===== config.mk =====
export PLATFORM = sky130hd
export DESIGN_NAME = unary_mul_scheduler
export DESIGN_NICKNAME = d
export VERILOG_FILES = /design/src/rtl/unary_pkg.sv /design/src/rtl/rr_arbiter.sv /design/src/rtl/unary_mul_scheduler.sv
export SDC_FILE = /design/constraint.sdc
export NUM_CORES = 1
export LEC_CHECK = 0
export BUFFER_PORTS_ARGS = -buffer_cell sky130_fd_sc_hd__buf_2
export CAP_MARGIN = 20
export CELL_PAD_IN_SITES_DETAIL_PLACEMENT = 0
export CELL_PAD_IN_SITES_GLOBAL_PLACEMENT = 2
export CORE_UTILIZATION = 30
export CTS_CLUSTER_SIZE = 12
export DETAILED_ROUTE_END_ITERATION = 8
export PLACE_DENSITY = 0.87
export REMOVE_ABC_BUFFERS = 1
export SETUP_SLACK_MARGIN = 0.15
export SYNTH_ARGS = -nofsm -noshare
export SYNTH_HDL_FRONTEND = slang
export SYNTH_SLANG_ARGS = --single-unit
export TNS_END_PERCENT = 50

===== constraint.sdc =====
create_clock -name clk -period 3.9 [get_ports clk]
set_input_delay 0.39 -clock clk [delete_from_list [all_inputs] [get_ports clk]]
set_output_delay 0.39 -clock clk [all_outputs]
set_load 0.05 [all_outputs]

===== src/rtl/unary_pkg.sv =====
// Shared types and defaults for the unary multiplier scheduler.
package unary_pkg;

  localparam int DEFAULT_INPUT_WIDTH = 32;
  localparam int DEFAULT_NUM_REQ     = 4;

  typedef enum logic [2:0] {
    IDLE,
    CLEAR,
    FEED,
    SETTLE,
    DONE
  } sched_state_e;

endpackage


===== src/rtl/rr_arbiter.sv =====
// Combinational round-robin pick: first set request at or after the pointer, wrapping.
module rr_arbiter #(
  parameter int NUM_REQ = 4,
  localparam int IW = (NUM_REQ > 1) ? $clog2(NUM_REQ) : 1
) (
  input  logic [NUM_REQ-1:0] i_req,
  input  logic [IW-1:0]      i_ptr,
  output logic [NUM_REQ-1:0] o_gnt,
  output logic [IW-1:0]      o_idx,
  output logic               o_valid
);

  int          w_cand;
  logic [IW-1:0] w_cand_idx;

  always_comb begin
    o_gnt      = '0;
    o_idx      = '0;
    o_valid    = 1'b0;
    w_cand     = 0;
    w_cand_idx = '0;
    for (int off = 0; off < NUM_REQ; off++) begin
      // Wrap explicitly so non-power-of-two counts go NUM_REQ-1 -> 0.
      w_cand = int'(i_ptr) + off;
      if (w_cand >= NUM_REQ) w_cand = w_cand - NUM_REQ;
      w_cand_idx = IW'(w_cand);
      if (!o_valid && i_req[w_cand_idx]) begin
        o_valid           = 1'b1;
        o_idx             = w_cand_idx;
        o_gnt[w_cand_idx] = 1'b1;
      end
    end
  end

endmodule


===== src/rtl/unary_mul_scheduler.sv =====
// Time-multiplexes one unary multiplier among NUM_REQ requesters: grant, clear, feed W bits,
// settle, report the collected output bitstream.
module unary_mul_scheduler
  import unary_pkg::*;
#(
  parameter int NUM_REQ     = DEFAULT_NUM_REQ,
  parameter int INPUT_WIDTH = DEFAULT_INPUT_WIDTH,
  parameter int COUNT_WIDTH = $clog2(INPUT_WIDTH + 1)
) (
  input  logic                           clk,
  input  logic                           reset,
  input  logic [NUM_REQ-1:0]             req,
  input  logic [NUM_REQ*INPUT_WIDTH-1:0] a_vec,
  input  logic [NUM_REQ*INPUT_WIDTH-1:0] b_vec,
  output logic [NUM_REQ-1:0]             gnt,
  output logic [NUM_REQ-1:0]             done,
  output logic [INPUT_WIDTH-1:0]         res_vec,
  output logic [COUNT_WIDTH-1:0]         res_len,
  output logic                           busy,
  output logic                           mul_rst_n,
  output logic [1:0]                     mul_ready,
  output logic                           mul_a,
  output logic                           mul_b,
  input  logic                           mul_valid,
  input  logic                           mul_y,
  output sched_state_e                   o_dbg_state
);

  localparam int W  = INPUT_WIDTH;
  localparam int IW = (NUM_REQ > 1) ? $clog2(NUM_REQ) : 1;
  localparam int SW = (W > 1) ? $clog2(W) : 1;
  localparam logic [COUNT_WIDTH-1:0] LAST_FEED = COUNT_WIDTH'(W - 1);
  localparam logic [COUNT_WIDTH-1:0] FULL      = COUNT_WIDTH'(W);

  sched_state_e           r_state;
  sched_state_e           w_next;
  logic [IW-1:0]          r_ptr;
  logic [IW-1:0]          r_owner;
  logic [W-1:0]           r_sh_a;
  logic [W-1:0]           r_sh_b;
  logic [COUNT_WIDTH-1:0] r_feed_cnt;
  logic [NUM_REQ-1:0]     w_arb_gnt;
  logic [IW-1:0]          w_arb_idx;
  logic                   w_arb_valid;
  logic                   w_capture;
  logic [SW-1:0]          w_cap_idx;

  rr_arbiter #(.NUM_REQ(NUM_REQ)) u_arb (
    .i_req   (req),
    .i_ptr   (r_ptr),
    .o_gnt   (w_arb_gnt),
    .o_idx   (w_arb_idx),
    .o_valid (w_arb_valid)
  );

  always_ff @(posedge clk or negedge reset) begin
    if (!reset) r_state <= IDLE;
    else        r_state <= w_next;
  end

  always_comb begin
    w_next = r_state;
    unique case (r_state)
      IDLE:    if (w_arb_valid) w_next = CLEAR;
      CLEAR:   w_next = FEED;
      FEED:    if (r_feed_cnt == LAST_FEED) w_next = SETTLE;
      SETTLE:  w_next = DONE;
      DONE:    w_next = IDLE;
      default: w_next = IDLE;
    endcase
  end

  // The multiplier answers one cycle after each fed bit, so the first FEED cycle
  // still shows post-reset junk and SETTLE carries the answer to the last bit.
  assign w_capture = mul_valid && (res_len < FULL) &&
                     (((r_state == FEED) && (r_feed_cnt != '0)) || (r_state == SETTLE));
  assign w_cap_idx = res_len[SW-1:0];
  assign o_dbg_state = r_state;

  always_ff @(posedge clk or negedge reset) begin
    if (!reset) begin
      gnt        <= '0;
      done       <= '0;
      res_vec    <= '0;
      res_len    <= '0;
      busy       <= 1'b0;
      mul_rst_n  <= 1'b0;
      mul_ready  <= 2'b00;
      mul_a      <= 1'b0;
      mul_b      <= 1'b0;
      r_ptr      <= '0;
      r_owner    <= '0;
      r_sh_a     <= '0;
      r_sh_b     <= '0;
      r_feed_cnt <= '0;
    end else begin
      gnt       <= '0;
      done      <= '0;
      // Multiplier-facing outputs are loaded from the next state so they line up
      // with the state they belong to.
      busy      <= (w_next != IDLE);
      mul_rst_n <= (w_next != CLEAR);
      mul_ready <= (w_next == FEED) ? 2'b11 : 2'b00;
      mul_a     <= 1'b0;
      mul_b     <= 1'b0;
      if (w_next == FEED) begin
        mul_a  <= r_sh_a[0];
        mul_b  <= r_sh_b[0];
        r_sh_a <= r_sh_a >> 1;
        r_sh_b <= r_sh_b >> 1;
      end
      case (r_state)
        IDLE: if (w_arb_valid) begin
          gnt     <= w_arb_gnt;
          r_owner <= w_arb_idx;
          r_ptr   <= (w_arb_idx == IW'(NUM_REQ - 1)) ? '0 : w_arb_idx + 1'b1;
          r_sh_a  <= a_vec[w_arb_idx*W +: W];
          r_sh_b  <= b_vec[w_arb_idx*W +: W];
        end
        CLEAR: begin
          res_vec    <= '0;
          res_len    <= '0;
          r_feed_cnt <= '0;
        end
        FEED:    r_feed_cnt <= r_feed_cnt + 1'b1;
        DONE:    done[r_owner] <= 1'b1;
        default: ;
      endcase
      if (w_capture) begin
        res_vec[w_cap_idx] <= mul_y;
        res_len            <= res_len + 1'b1;
      end
    end
  end

endmodule


==> results.cfg, run 1 <==
[grt]
first_global_vias = 8782
antenna_found_initial = 5
grt_usage_pct = 21.3
grt_pass1_wl_mm = 50.1
grt_max_degree = 92
grt_overflow = 0

[power]
power_mw = 10.9
power_density_nw_per_um2 = 951
leakagePower_nw = 5.52
vdd_ir_drop_max_v = 0.000681

[die]
fp.dieH_um = 174
start_util_pct = 30.7
dieArea_um2 = 30200
core_area_um2 = 28900
die_w_um = 174
ios = 319
fp-row-count = 62

[timing]
tightest_slew_ns = 0.984
hold_viol = 0
setup-violations-final = 0
fmax_mhz = 291
final.setup.worst_slack_ns = 0.460
fin_crit_sh_pct = 88.2
rsz0062_at_grt = true
min_period_ns = 3.44
skew_ns = 0.0139
max_slew_margin_pct = 34.2
drv_slew = 0

[critical_path]
worstPathArrival_ns = 3.74
r2r_cells = 9
startpoint_type = flip-flop
end_kind = flip-flop
cp_max_fo = 19
crit_start = r_ptr[1]
crit-reg2reg-launch = r_ptr[1]
cp.required_ns = 4.20
path_class = reg2reg

[clock_network]
cts_buffers = 17
cts_resized = 0
clk_latency_ns = 0.42
cts_max_path_buffers = 2
root_buffer = clkbuf_16
htreeDepth = 4
cts_setup_buffers = 0
holdBufCountCts = 0
clk_pin_slew_ns = 0.06
clkSinkCount = 128
cts_tree = built

[synthesis]
syn_area_per_cell_um2 = 9.52
synth_xor_area_share_pct = 0.198
yosysTopAreaCell = dfrtp_1
yosys_warnings = 0
synthMuxAreaShare_pct = 14.3
synth-seq-cells = 128
yosysMostFrequentCell = nand2_1
synth.area.top_cells = dfrtp_1 (36%), mux2i_1 (8.8%), nand2_1 (6.9%)
synth_top_family_by_area = compound AO/OA/AOI/OAI gates
ys_types = 60
yosys.area_share.simple_pct = 17.6
ys_async_sr_fraction_pct = 100
synth_area_um2 = 8860
synth_edf_count = 0
synth_ff_type = dfrtp_1
syn_inst = 931
yosysTopAreaCellShare_pct = 36.1
seq_area_frac_synth_pct = 36.1
synthTopCellsByCount = nand2_1 (164), dfrtp_1 (128), mux2i_1 (78), and3_1 (60), clkbuf_1 (46)
synth-compound-area-share_pct = 24.1
synth_fa_ha_area_share_pct = 2.12

[placed_design]
pre_cts_slack_ns = 0.366
place.gp.congestion = 0.853
post-dp-hpwl_mm = 22.5
numPortBuffers = 318

[finish]
drive_above_1_share_pct = 36.9
fillers = 2953
multi_input_area_um2 = 5190
syn_to_final_growth_pct = 28.9
register_area_um2 = 3200
fin_nets = 1484

[route]
drc = 0
initialDrtViolationCount = 597
ant_nets = 0
vias_per_cell = 5.49
wl_per_cell_um = 20.1
drt-total-wl_mm = 32.3
vias = 8817
firstDrtPassIters = 5

[worst_hold_path]
hold_path.class = in2async

[status]
status = completed

[flow_run]
cap_violations = 0
kinds of logic after synthesis:
group | after synthesis
AND/OR/NAND/NOR | 328
AO/OA/AOI/OAI | 236
flip-flops | 128
multiplexers | 118
buffers and inverters | 104
adder cells (fa/ha/maj) | 15
XOR/XNOR | 2
layer usage:
metal | wire [µm] | up-vias | global-route usage, %
li1 | - | 4140 | -
met1 | 14200 | 4281 | 28.2
met2 | 15700 | 360 | 35.6
met3 | 1740 | 32 | 3.35
met4 | 563 | 4 | 6.21
met5 | 22 | - | 0
power breakdown:
| group | leakage (nW) | internal [mW] | switching (mW) |
|---|---|---|---|
| registers | 1.59 | 1.86 | 0.352 |
| logic | 3.63 | 2.68 | 4.25 |
| clock network | 0.298 | 1.08 | 0.639 |
flip-flops by register name (all words and copies together), names as in the netlist:
register / flops
mul_rst_n: 1
mul_a: 1
r_owner: 2
res_vec: 32
r_feed_cnt: 6
busy: 1
res_len: 6
done: 4
o_dbg_state: 3
r_sh_a: 32
r_sh_b: 32
mul_ready: 1
gnt: 4
mul_b: 1
r_ptr: 2
stage by stage:
step           TNS [ns]  area (µm²)  std cells  hold WS [ns]  utilization (%)
6_report              0       11400       1606        0.0768             39.6
5_1_grt               0       11400       1604         0.126             39.6
4_1_cts               0       11400       1599         0.105             39.4
3_5_place_dp          0       10700       1567         0.479             37.2
3_3_place_gp          0       10700       1567         0.466             37.2
2_1_floorplan   -138.13        8420        839        0.0944                -
layout make-up:
cell class                 count  share of cell area, %
sequential                   128                   28.0
inverter                      12                  0.427
clock inverter                11                   1.32
clock buffer                  21                   4.20
tap                          384                   4.20
antenna                        4                 0.0876
timing repair buffer         347                   16.3
multi-input combinational    699                   45.4
worst max-delay path: stages, from the launching register on:
cell and delay (ns):
dfrtp_1 0.51, inv_1 0.17, ha_1 0.46, mux4_2 0.35, o21ba_2 0.22, nor3_4 0.75
buf_4 0.38, a22o_1 0.16, a2111oi_0 0.06, a221oi_1 0.25
final timing paths:
path	endpoint	slack, ns
hold reg to reg	done[2]	0.49
min in group clk	r_sh_b[16]	0.23
hold / removal	res_vec[28]	0.08
max in group asynchronous	r_sh_b[30]	2.93
setup reg to reg	r_sh_b[10]	0.46
setup / recovery	r_sh_b[10]	0.46
cell usage in the layout (no fill, tap or decap), types with 22 or more instances in the layout:
master     Yosys  routed
a2111oi_0     38      38
a221oi_1      25      25
a22o_1        35      35
a311oi_1      26      26
and3_1        60      60
buf_2         28     317
buf_4          5      26
dfrtp_1      128     127
mux2_2        22      22
mux2i_1       78      78
nand2_1      164     162
nand3_1       41      41
nor2_1        24      24
o211ai_1      32      32
Note: power is estimated with default switching activity, not from simulation.
==> run 2: changes to the inputs <==
- CAP_MARGIN: 20 -> 15
- REMOVE_ABC_BUFFERS: 1 -> default
==> run 2 against run 1 <==
- the flow now finishes with violations (hold timing)
- sequential power about the same
- clock-buffer cell count decreased by 4
- critical path type unchanged
- largest power group unchanged
- die area unchanged
- clock skew increased by 0.0014 ns
- cell area about the same
==> results.cfg, run 2 (synthesized netlist as in run 1, its figures left out) <==
[critical_path]
crit_buf_inv = 2
slowest_stage = a2111oi_0
crit_path_max_incr_delay_ns = 0.77
critPathTopFamily = compound AO/OA/AOI/OAI gates
cp_cell_sequence = inv_1 -> ha_1 -> mux4_2 -> nor2b_4 -> or3_1 -> buf_4 -> and3_1 -> a2111oi_0 -> a311oi_1
path_class = reg2reg
cp_max_fo = 29
startpoint_type = flip-flop
cp.required_ns = 4.16
worstPathArrival_ns = 3.74
end_kind = flip-flop

[die]
dieArea_um2 = 30200
core_area_um2 = 28900
fp-row-count = 62
start_util_pct = 30.7
fp.dieH_um = 174
die_w_um = 174
ios = 319

[grt]
use_met3_pct = 3.92
use_met1_pct = 28.6
grt_overflow = 0
antenna_found_initial = 5
top_usage_layer = met2
grt_max_degree = 81
grt_pass1_wl_mm = 50.8
first_global_vias = 8785
use_met2_pct = 35.7
grt_usage_pct = 21.7

[timing]
min_period_ns = 3.48
hold_viol = 1
skew_ns = 0.0152
final.setup.worst_slack_ns = 0.417
fin_crit_sh_pct = 89.3
timing.hold.ws_ns = -0.00276
tightest_slew_ns = 0.896
max_slew_margin_pct = 38.7
setup-violations-final = 0
fin_setup_tns_ns = 0
fmax_mhz = 287
drv_slew = 0
rsz0062_at_grt = false

[power]
p_sw_mw = 5.30
leakagePower_nw = 5.52
power_mw = 10.9
pwr-share-seq_pct = 20.5
vdd_ir_drop_max_v = 0.000502
combPwrFrac_pct = 63.6
power_density_nw_per_um2 = 957
p_int_mw = 5.65
sw_frac_of_total_pct = 48.4
clkPwrFrac_pct = 15.9

[placed_design]
post-dp-hpwl_mm = 23.5
place.gp.congestion = 0.837
pre_cts_slack_ns = 0.249
place_area_um2 = 10700
numPortBuffers = 318
dpl.cell_count = 1565

[clock_network]
cts_setup_buffers = 0
cts_max_path_buffers = 2
root_buffer = clkbuf_16
clk_latency_ns = 0.43
holdBufCountCts = 0
htreeDepth = 4
cts_tree = built
clk_pin_slew_ns = 0.06
clkSinkCount = 128
cts_resized = 0
cts_buffers = 17

[status]
status = finished, violations left
violations = hold timing

[worst_hold_path]
hold_path.class = in2async

[finish]
fin_nets = 1481
reg_top3 = r_sh_a (32), r_sh_b (32), res_vec (32)
final_cell_area_um2 = 11400
stdcell_count = 1603
mostFrequentLayoutCell = buf_2
utilization_pct = 39.6
drive_above_1_share_pct = 36.9
layout_common_cells = buf_2 (317), nand2_1 (162), dfrtp_1 (127)
syn_to_final_growth_pct = 29.0

[route]
firstDrtPassIters = 5
drt-total-wl_mm = 33.2
ant_nets = 0
wl_per_cell_um = 20.7
initialDrtViolationCount = 619
vias_per_cell = 5.51
drc = 0
vias = 8831

[synthesis]
synth_nets = 1210

[flow_run]
cap_violations = 0
run 2: changes by cell type in the layout (fill, tap and decap cells not counted):
cell / previous run / this run
clkbuf_8: 4 / 0
o21a_2: 1 / 2
inv_4: 1 / 2
o21a_1: 2 / 1
bufinv_16: 3 / 4
inv_8: 0 / 1
clkinvlp_4: 4 / 3
clkinv_4: 1 / 3
buf_6: 1 / 2
buf_12: 2 / 4
buf_4: 26 / 20
run 2: worst reg2reg max path, cell delays in order, from the launching register on:
cell	delay [ns]
dfrtp_1	0.51
inv_1	0.19
ha_1	0.48
mux4_2	0.36
nor2b_4	0.09
or3_1	0.35
buf_4	0.27
and3_1	0.22
a2111oi_0	0.77
a311oi_1	0.08
run 2: layout make-up:
cell class                 count  area (µm²)
clock buffer                  17         425
fill                        2956       17400
clock inverter                15         208
timing repair buffer         344        1870
multi-input combinational    699        5190
tap                          384         480
sequential                   128        3200
antenna                        4        10.0
inverter                      12        50.0
run 2: path summary, 6_finish.rpt:
check / startpoint / endpoint / slack [ns] / cells past startpoint
worst min-delay path: reset / mul_rst_n / -0.003 / 1
worst max register to register: r_ptr[1] / r_sh_a[24] / 0.42 / 9
worst min register to register: res_vec[26] / res_vec[26] / 0.52 / 2
max in group asynchronous: reset / res_vec[7] / 2.98 / 2
worst max-delay path: r_ptr[1] / r_sh_a[24] / 0.42 / 9
min in group clk: b_vec[77] / r_sh_b[13] / 0.21 / 3
run 2: power groups by stage:
stage | logic [mW] | registers, mW | clock network (mW)
6_report | 6.96 | 2.25 | 1.74
5_1_grt | 7.58 | 2.31 | 1.82
4_1_cts | 6.96 | 2.25 | 1.78
3_5_place_dp | 6.93 | 2.27 | 0
3_3_place_gp | 6.86 | 2.26 | 0
2_1_floorplan | 4.93 | 2.43 | 0
run 2: per-layer routing:
layer  vias to the layer above  share of wire [%]
li1                       4136                  -
met1                      4279                 44
met2                       373                 47
met3                        41                6.1
met4                         2                2.4
met5                         -              0.039
==> run 3: changes to the inputs <==
- BUFFER_PORTS_ARGS: -buffer_cell sky130_fd_sc_hd__buf_2 -> -buffer_cell sky130_fd_sc_hd__clkbuf_2
- CAP_MARGIN: 15 -> 20
- PLACE_DENSITY: 0.87 -> 0.85
==> run 3 against run 2 <==
- the flow now finishes without violations
- cell count grew 0.19%
- clock skew increased by 0.0053 ns
- cell area decreased by 0.58%
- fmax down 2.3%
- clock-buffer cell count stayed put
- non-clock buffer count is 4 higher
- largest power group unchanged
==> results.cfg, run 3 (synthesized netlist as in run 1, its figures left out) <==
[status]
status = completed

[flow_run]
cap_violations = 0

[critical_path]
end_kind = flip-flop
path_class = reg2reg
cp_max_fo = 15
cp.required_ns = 4.17
startpoint_type = flip-flop
worstPathArrival_ns = 3.83

[timing]
fmax_mhz = 281
max_slew_margin_pct = 41.7
tightest_slew_ns = 0.874
setup-violations-final = 0
min_period_ns = 3.56
fin_crit_sh_pct = 91.4
rsz0062_at_grt = false
final.setup.worst_slack_ns = 0.336
hold_viol = 0
skew_ns = 0.0205
drv_slew = 0
fin_setup_tns_ns = 0

[route]
vias = 8723
wl_per_cell_um = 20.2
drc = 0
firstDrtPassIters = 5
dr_wl_met2_mm = 15.3
initialDrtViolationCount = 638
dr_wl_met3_mm = 2.11
vias_per_cell = 5.43
wl_met1_mm = 14.3
ant_nets = 0
top_layer = met4
drt-total-wl_mm = 32.4

[grt]
grt_pass1_wl_mm = 50.4
first_global_vias = 8842
grt_usage_pct = 21.4
grt_max_degree = 86
antenna_found_initial = 3
grt_overflow = 0

[die]
core_area_um2 = 28900
start_util_pct = 30.7
fp.dieH_um = 174
ios = 319
die_w_um = 174
fp-row-count = 62
dieArea_um2 = 30200

[finish]
drive_above_1_share_pct = 37.1
final_cell_area_um2 = 11400
reg_top3 = r_sh_a (32), r_sh_b (32), res_vec (32)
fin_nets = 1485
syn_to_final_growth_pct = 28.3
mostFrequentLayoutCell = clkbuf_2
layout_common_cells = clkbuf_2 (317), nand2_1 (162), dfrtp_1 (127)

[clock_network]
cts_max_path_buffers = 2
holdBufCountCts = 0
clk_pin_slew_ns = 0.06
root_buffer = clkbuf_16
clk_latency_ns = 0.43
cts_tree = built
clkSinkCount = 128
htreeDepth = 4
cts_buffers = 17

[power]
vdd_ir_drop_max_v = 0.000384
leakagePower_nw = 5.51
power_density_nw_per_um2 = 936

[placed_design]
numPortBuffers = 318
place.gp.congestion = 0.827
place_area_um2 = 10800
pre_cts_slack_ns = 0.276
post-dp-hpwl_mm = 23.7

[worst_hold_path]
hold_path.class = in2async

[synthesis]
synth_nets = 1210
==> run 3: cell count changes in the layout (fill, tap and decap cells not counted), sizes merged <==
cell	before	now
clkinvlp	3	4
diode	4	3
inv	15	22
clkinv	5	1
buf	344	31
clkbuf	17	334
bufinv	4	0
==> run 3: layout make-up <==
type	instances	area (µm²)
Fill cell	2956	17500
Multi-Input combinational cell	699	5200
Sequential cell	128	3200
Timing Repair Buffer	348	1870
Tap cell	384	480
Clock buffer	17	425
Clock inverter	15	136
Inverter	12	48.8
Antenna cell	3	7.51
==> run 3: metal layers <==
metal  global-route usage [%]  vias to the layer above
met2                     35.0                      372
met3                     4.62                       39
met5                        0                        -
li1                         -                     4140
met1                     28.0                     4172
met4                     6.91                        0
==> run 3: through the flow <==
stage          power (mW)  hold slack [ns]  util (%)  std cells
6_report             10.6          0.00184      39.4       1606
5_1_grt              11.5           0.0776      39.4       1603
4_1_cts              10.7           0.0413      39.3       1601
3_5_place_dp         9.18            0.498      37.4       1569
3_3_place_gp         9.02            0.501      37.3       1568
2_1_floorplan        7.35           0.0944         -        931
==> run 3: repair_timing <==
action	CTS	global route
endpoints found under the setup margin	0	43
gates resized for setup	0	1
setup buffers	0	2
==> run 3: worst paths after layout <==
path                            start          end  slack (ns)  depth (start not counted)
min in group clk            b_vec[80]   r_sh_b[16]        0.19                          3
min                             reset    mul_rst_n       0.002                          1
max reg2reg                  r_ptr[1]    r_sh_b[1]        0.34                         10
max in group asynchronous       reset  res_vec[13]        3.01                          2
min reg2reg                r_owner[0]      done[2]        0.52                          1
max                          r_ptr[1]    r_sh_b[1]        0.34                         10
==> run 3: critical path, cell delays in order, from the launching register on <==
cell,delay (ns)
dfrtp_1,0.52
inv_1,0.19
ha_1,0.48
mux4_2,0.36
nor2b_4,0.09
nor2_4,0.38
buf_4,0.35
mux2_2,0.37
a2111oi_0,0.45
buf_4,0.18
a221oi_1,0.04
==> run 3: power breakdown <==
group          switching, mW  internal (mW)  leakage (nW)
Combinational           4.18           2.69          3.65
Clock                  0.696          0.842         0.266
Sequential             0.369           1.86          1.59
Total                   5.25           5.39          5.51
